===== config.mk =====
export PLATFORM = sky130hd
export DESIGN_NAME = alsaqr_gpio_pad_ctrl
export DESIGN_NICKNAME = d
export VERILOG_FILES = /design/src/rtl/alsaqr_pad_pkg.sv /design/src/rtl/alsaqr_pad_glitch_filter.sv /design/src/rtl/alsaqr_gpio_pad_ctrl.sv
export SDC_FILE = /design/constraint.sdc
export NUM_CORES = 1
export LEC_CHECK = 0
export BUFFER_PORTS_ARGS = -buffer_cell sky130_fd_sc_hd__buf_2
export CORE_UTILIZATION = 35
export DETAILED_ROUTE_END_ITERATION = 10
export PLACE_DENSITY = 0.71
export SYNTH_ARGS = -nofsm -noshare
export SYNTH_HDL_FRONTEND = slang
export SYNTH_SLANG_ARGS = --single-unit

===== constraint.sdc =====
create_clock -name clk_i -period 1.05 [get_ports clk_i]
set_input_delay 0.0525 -clock clk_i [delete_from_list [all_inputs] [get_ports clk_i]]
set_output_delay 0.0525 -clock clk_i [all_outputs]
set_load 0.01 [all_outputs]

===== src/rtl/alsaqr_pad_pkg.sv =====
// Shared types for the AlSaqr GPIO pad-ring control slice: pad direction encoding,
// synchroniser depth and the per-pad bundle driven toward the pad cell.
package alsaqr_pad_pkg;

    typedef enum logic {
        PAD_IN  = 1'b0,
        PAD_OUT = 1'b1
    } pad_dir_e;

    localparam int unsigned SYNC_STAGES = 2;

    typedef struct packed {
        logic oen;
        logic i;
    } pad_ctrl_t;

endpackage


===== src/rtl/alsaqr_pad_glitch_filter.sv =====
// Single-pad glitch filter: a synchronised input must hold a new level for
// filt_len_i+1 consecutive cycles before it replaces the stable value.
module alsaqr_pad_glitch_filter #(
    parameter int FILT_CNT_W = 4
) (
    input  logic                  clk_i,
    input  logic                  rst_ni,
    input  logic [FILT_CNT_W-1:0] filt_len_i,
    input  logic                  sync_i,
    output logic                  stb_o
);

    logic [FILT_CNT_W-1:0] cnt_p2;
    logic                  stb_p2;

    // Increment that holds at all-ones instead of wrapping.
    function automatic logic [FILT_CNT_W-1:0] sat_inc(input logic [FILT_CNT_W-1:0] v);
        return (&v) ? v : v + FILT_CNT_W'(1);
    endfunction

    // Filter stage: count cycles of disagreement, accept once the count reaches filt_len_i.
    always_ff @(posedge clk_i or negedge rst_ni) begin
        if (!rst_ni) begin
            cnt_p2 <= '0;
            stb_p2 <= 1'b0;
        end else if (sync_i == stb_p2) begin
            cnt_p2 <= '0;
        end else if (cnt_p2 < filt_len_i) begin
            cnt_p2 <= sat_inc(cnt_p2);
        end else begin
            stb_p2 <= sync_i;
            cnt_p2 <= '0;
        end
    end

    assign stb_o = stb_p2;

endmodule


===== src/rtl/alsaqr_gpio_pad_ctrl.sv =====
// GPIO pad control: registered OEN/I toward the pads, synchronised (optionally filtered)
// pad inputs, edge detection and sticky interrupt status. Filter enabled by ALSAQR_PAD_GLITCH_FILTER_EN.
module alsaqr_gpio_pad_ctrl
    import alsaqr_pad_pkg::*;
#(
    parameter int NUM_PADS   = 32,
    parameter int FILT_CNT_W = 4
) (
    input  logic                  clk_i,
    input  logic                  rst_ni,
    input  logic [NUM_PADS-1:0]   gpio_out_i,
    input  logic [NUM_PADS-1:0]   gpio_dir_i,
    output logic [NUM_PADS-1:0]   gpio_in_o,
    output logic [NUM_PADS-1:0]   pad_i_o,
    output logic [NUM_PADS-1:0]   pad_oen_o,
    input  logic [NUM_PADS-1:0]   pad_o_i,
    input  logic [FILT_CNT_W-1:0] filt_len_i,
    input  logic [NUM_PADS-1:0]   irq_rise_en_i,
    input  logic [NUM_PADS-1:0]   irq_fall_en_i,
    input  logic [NUM_PADS-1:0]   irq_clr_i,
    output logic [NUM_PADS-1:0]   irq_status_o,
    output logic                  irq_o
);

    logic [NUM_PADS-1:0] sync_p1;
    logic [NUM_PADS-1:0] stb_p2;
    logic [NUM_PADS-1:0] stb_p3;
    logic [NUM_PADS-1:0] rise;
    logic [NUM_PADS-1:0] fall;
    logic [NUM_PADS-1:0] irq_set;
    logic [NUM_PADS-1:0] irq_status_q;

    for (genvar g = 0; g < NUM_PADS; g++) begin : g_pad
        logic [SYNC_STAGES-1:0] sync_sr;
        pad_ctrl_t              pad_q;

        // Synchroniser stages: pad O is asynchronous to clk_i.
        always_ff @(posedge clk_i or negedge rst_ni) begin
            if (!rst_ni) begin
                sync_sr <= '0;
            end else begin
                sync_sr <= {sync_sr[SYNC_STAGES-2:0], pad_o_i[g]};
            end
        end
        assign sync_p1[g] = sync_sr[SYNC_STAGES-1];

        // Output stage: pad controls come straight from flops so the pad never sees a glitch.
        always_ff @(posedge clk_i or negedge rst_ni) begin
            if (!rst_ni) begin
                pad_q <= '{oen: 1'b1, i: 1'b0};
            end else begin
                pad_q.oen <= (pad_dir_e'(gpio_dir_i[g]) == PAD_IN);
                pad_q.i   <= gpio_out_i[g];
            end
        end
        assign pad_oen_o[g] = pad_q.oen;
        assign pad_i_o[g]   = pad_q.i;

`ifdef ALSAQR_PAD_GLITCH_FILTER_EN
        alsaqr_pad_glitch_filter #(
            .FILT_CNT_W (FILT_CNT_W)
        ) u_filt (
            .clk_i      (clk_i),
            .rst_ni     (rst_ni),
            .filt_len_i (filt_len_i),
            .sync_i     (sync_p1[g]),
            .stb_o      (stb_p2[g])
        );
`else
        assign stb_p2[g] = sync_p1[g];
`endif
    end

`ifndef ALSAQR_PAD_GLITCH_FILTER_EN
    logic unused_filt_len;
    assign unused_filt_len = ^filt_len_i;
`endif

    assign gpio_in_o = stb_p2;

    // Edge-detect stage: previous stable value, sampled regardless of pad direction.
    always_ff @(posedge clk_i or negedge rst_ni) begin
        if (!rst_ni) begin
            stb_p3 <= '0;
        end else begin
            stb_p3 <= stb_p2;
        end
    end

    assign rise    = stb_p2 & ~stb_p3;
    assign fall    = ~stb_p2 & stb_p3;
    assign irq_set = (rise & irq_rise_en_i) | (fall & irq_fall_en_i);

    // Status stage: a new edge beats a simultaneous clear so no event is lost.
    always_ff @(posedge clk_i or negedge rst_ni) begin
        if (!rst_ni) begin
            irq_status_q <= '0;
        end else begin
            irq_status_q <= irq_set | (irq_status_q & ~irq_clr_i);
        end
    end

    assign irq_status_o = irq_status_q;
    assign irq_o        = |irq_status_q;

endmodule


# ---- After elaboration in Yosys (flattened, before gate mapping)
# Cells that the tools add are included.
dict set report classes {
  eq_ne 0
  n_mul 0
  shift 0
  div_mod_pow 0
  reduce_logical 1
  muxes 0
  addsub 0
  bitwise 42
  n_lt_le_gt_ge 0
}
# operator n
set ops {}
lappend ops {{$and A32 B32 Y32} 5}
lappend ops {{$not A32 Y32} 3}
lappend ops {{$or A32 B32 Y32} 2}
lappend ops {{$not A1 Y1} 32}
lappend ops {{$reduce_or A32 Y1} 1}
dict set report totals {
  ram_bits 0
  register_bits 192
  inputBits 198
  word_cells 141
  mem_count 0
  output_inout_bits 129
  latch_bits 0
  rom_bits 0
}

# ---- Longest topological paths before layout
dict set report logic_depth {
  depth_word 5
  depth_mapped 3
  ltp_nobuf 3
}

# ---- Least setup slack after synthesis
# Ideal clock, no wire load.
dict set report synth_timing {
  kind {flip-flop to output port}
  startpoint {register irq_status_q[5] (netlist: irq_status_o[5])}
  endpoint {output irq_o}
  required_time_ns 0.998
  t_arrival_ns 1.035
  path_stages_with_launch 4
  slack_ns -0.037
  n_path_buf 0
  cell_sequence {dfrtp_1 > nor4_1 > nand4_1 > or2_1}
}
dict set report synth_via {
  elab_chain_cells 1
}
# item line_no
set synth_lines {}
lappend synth_lines {{from (decl)} alsaqr_gpio_pad_ctrl.sv:31} ;# logic [NUM_PADS-1:0] irq_status_q;
lappend synth_lines {{from (signal assigned)} alsaqr_gpio_pad_ctrl.sv:99} ;# irq_status_q <= irq_set | (irq_status_q & ~irq_clr_i);
lappend synth_lines {{$reduce_or A32 Y1} alsaqr_gpio_pad_ctrl.sv:104} ;# assign irq_o = |irq_status_q;
lappend synth_lines {{to (decl)} alsaqr_gpio_pad_ctrl.sv:22} ;# output logic irq_o
# Every way passes these cells.

# ---- Final worst setup path
dict set report layout_timing {
  startpoint {register irq_status_q[25] (netlist: irq_status_o[25])}
  endpoint {output irq_o}
}
# The elaborated chain is that of the path after synthesis.

==> impl_metrics.csv <==
group,metric,value,unit
yosys,synth_nets,593,
critical_path,worst_setup_path_start_kind,"register",
pwr,powerDensity,1520,nW/um^2
job,drv_cap,0,
clock_network,clock_path_buffers,2,
critical_path,crit_fanout,3,
sta,layout_min_cycle_time,1.85,ns
pwr,swShare,24.3,%
status,status,"finished with violations",
pwr,p_leak,5.64,nW
detailed_routing,met2WireLength,10.9,mm
status,violations,"setup timing",
pwr,p_int,13.1,mW
critical_path,path_delay_family,"simple AND/OR/NAND/NOR gates",
place,place.gp.congestion,0.812,
clock_network,cts_tree,"yes",
global_routing,grt_pass1_vias,5979,
pwr,p_switching,4.21,mW
place,dp_hpwl,11.0,mm
detailed_routing,drtAntennaViolNets,0,
critical_path,crit_chain,"nor4_1 -> buf_4 -> nand4_1 -> or2_1 -> buf_2",
floorplan,die_area,17800,um^2
critical_path,crit_path_max_incr_delay,0.41,ns
clock_network,path_clk_slew,0.07,ns
floorplan,initial_core_util,36.2,%
yosys,yosysSeqAreaShare,80.2,%
clock_network,ctsRootBufferMaster,"clkbuf_16",
clock_network,numCtsBuffers,17,
pwr,peakVddDrop,1050,uV
place,port_buffers,322,
detailed_routing,wire_per_inst,16.6,um
pwr,comb_power_share,15.8,%
pwr,power_frac_clock,37.2,%
critical_path,worstPathArrival,1.80,ns
critical_path,crit_required,1.00,ns
global_routing,grt_overflow,0,
sta,worst_slew_pin_slew,0.405,ns
critical_path,cp-end-kind,"output pin",
sta,max_freq,539,MHz
sta,rsz0062_at_grt,"true",
yosys,synth_seq_cells,192,
floorplan,io_pins,327,
yosys,synth-edff-count,0,
layout,syn_to_final_growth,88.4,%
sta,fin_skew,0.0104,ns
layout,drive_gt1_share,47.2,%
detailed_routing,post-route-drc-count,0,
yosys,synth_warnings,0,
critical_path,r2r_cells,5,
yosys,synth_top_area_share,66.3,%
global_routing,grt_use_total,22.7,%
yosys,synth_area_leaders,"dfrtp_1, dfstp_2, o221ai_1",
yosys,ys_types,11,
layout,fillers,1083,
sta,slew_violations,0,
global_routing,grt_max_degree,42,
global_routing,antenna_found_initial,3,
layout,fin_util,68.1,%
clock_network,cts_sinks,192,
detailed_routing,routed_wl,20.1,mm
sta,setup_violations,60,
critical_path,r2r-start,"irq_status_o[9]",
detailed_routing,routed_via_density,4.41,
sta,maxSlewHeadroom,73.0,%
floorplan,die_y,133,um
clock_network,worstSkewPairLatency,0.43,ns
sta,fin_ws,-0.804,ns
yosys,synth_area_per_cell,15.3,um^2
detailed_routing,firstDrtPassIters,4,
floorplan,fp.dieW,133,um
critical_path,path_class,"reg2out",
detailed_routing,drtIter0Drc,170,
detailed_routing,vias,5339,
critical_path,critPathBufInv,2,
yosys,synth_top_area_cell,"dfrtp_1",
yosys,syn_area,6040,um^2
critical_path,worstReg2RegEnd,"irq_status_o[9]",
hold_path,hold_class,"in2async",
floorplan,core_area,16700,um^2
clock_network,htreeDepth,4,
pwr,p_seq_share,47.1,%
critical_path,critPathSlowestCell,"dfrtp_1",
pwr,power,17.3,mW
detailed_routing,wl_met3,1.31,mm
critical_path,r2r_slack,0.04,ns
detailed_routing,drt-met1-wl,7.24,mm
yosys,ys_async_sr_fraction,100,%
sta,finalCritPeriodShare,177,%
yosys,synth_common_cells,"dfrtp_1, inv_1",
layout,nets,1174,
yosys,yosysMostFrequentCell,"dfrtp_1",
detailed_routing,highest_layer,"met4",
global_routing,grt_pass1_wl,30.0,mm
floorplan,rows,47,
yosys,syn_inst,395,
yosys,ys.flop_type,"dfrtp_1",
sta,final_hold_viol_count,0,
==> registers in the layout, summed over array words and instances (netlist names) <==
| register | count |
|---|---|
| pad_i_o | 32 |
| stb_p3 | 32 |
| irq_status_o | 32 |
| g_pad.sync_sr | 64 |
| pad_oen_o | 32 |
==> kinds of logic after synthesis <==
group,synth area share [%]
buffers and inverters,7.95
and+or+nand+nor,7.21
AOI/OAI and AO/OA,4.64
DFF,80.2
==> worst max path at each step <==
stage	startpoint	end	slack (ns)	cells past startpoint
after CTS	irq_status_o[23]	irq_o	-0.82	5
after global routing	irq_status_o[23]	irq_o	-0.92	5
after global placement	irq_status_o[26]	irq_o	-0.36	5
after floorplan	irq_status_o[5]	irq_o	-0.04	3
after detailed placement	irq_status_o[23]	irq_o	-0.38	5
final	irq_status_o[25]	irq_o	-0.80	5
==> repair_timing <==
item                                    in CTS  in global routing
pin swaps                                    1                  0
endpoints found under the hold margin      296                  0
resized for setup                           89                 14
buffers inserted                            25                 25
hold buffers                               193                  0
endpoints found under the setup margin      86                 89
==> power groups by stage <==
| stage | Sequential (mW) | Clock (mW) | Combinational [mW] |
|---|---|---|---|
| final | 8.16 | 6.45 | 2.74 |
| after global routing | 8.21 | 6.90 | 2.93 |
| after CTS | 8.14 | 6.58 | 2.54 |
| after detailed placement | 8.25 | 0 | 1.60 |
| after global placement | 8.22 | 0 | 1.60 |
| after floorplan | 8.38 | 0 | 0.371 |
==> layout by cell type, fill, tap and decap left out, types with 2 or more instances in the layout <==
cell | Yosys | routed
buf_2 | 0 | 254
buf_4 | 32 | 52
nand4_1 | 2 | 2
clkinv_4 | 0 | 3
dfrtp_1 | 160 | 160
inv_1 | 64 | 63
nand3b_1 | 32 | 32
nor4_1 | 7 | 6
buf_6 | 0 | 91
clkbuf_16 | 0 | 18
nand2_1 | 32 | 32
dfstp_2 | 32 | 32
nor4_2 | 1 | 2
diode_2 | 0 | 3
inv_4 | 0 | 2
dlygate4sd3_1 | 0 | 193
clkbuf_1 | 0 | 2
o221ai_1 | 32 | 31
inv_8 | 0 | 3
buf_12 | 0 | 3
clkbuf_8 | 0 | 2
==> layout make-up <==
class | count | area (um^2) | area share, %
tap | 220 | 275 | 2.42
multi-input combinational | 107 | 728 | 6.40
clock buffer | 21 | 472 | 4.15
clock inverter | 11 | 119 | 1.04
antenna | 3 | 7.51 | 0.0660
sequential | 192 | 4840 | 42.6
timing repair buffer | 594 | 4690 | 41.2
inverter | 64 | 240 | 2.11
==> routing by layer <==
metal  vias to the layer above  track usage [%]
li1                       2434                -
met5                         -                0
met4                         0             9.85
met3                        48             6.93
met1                      2613             23.0
met2                       244             42.4
==> through the flow <==
step	setup slack, ns	cells	hold slack (ns)	instance area, um^2	setup TNS, ns
2_1_floorplan	-0.0374	395	-0.243	6040	-0.0374
3_3_place_gp	-0.362	943	0.0106	8020	-0.362
3_5_place_dp	-0.382	943	0.00808	8020	-0.382
4_1_cts	-0.817	1187	0.108	11200	-5.23
5_1_grt	-0.920	1211	0.146	11400	-6.79
6_report	-0.804	1212	0.132	11400	-3.95
No activity file was read; power rests on OpenSTA's default activity.
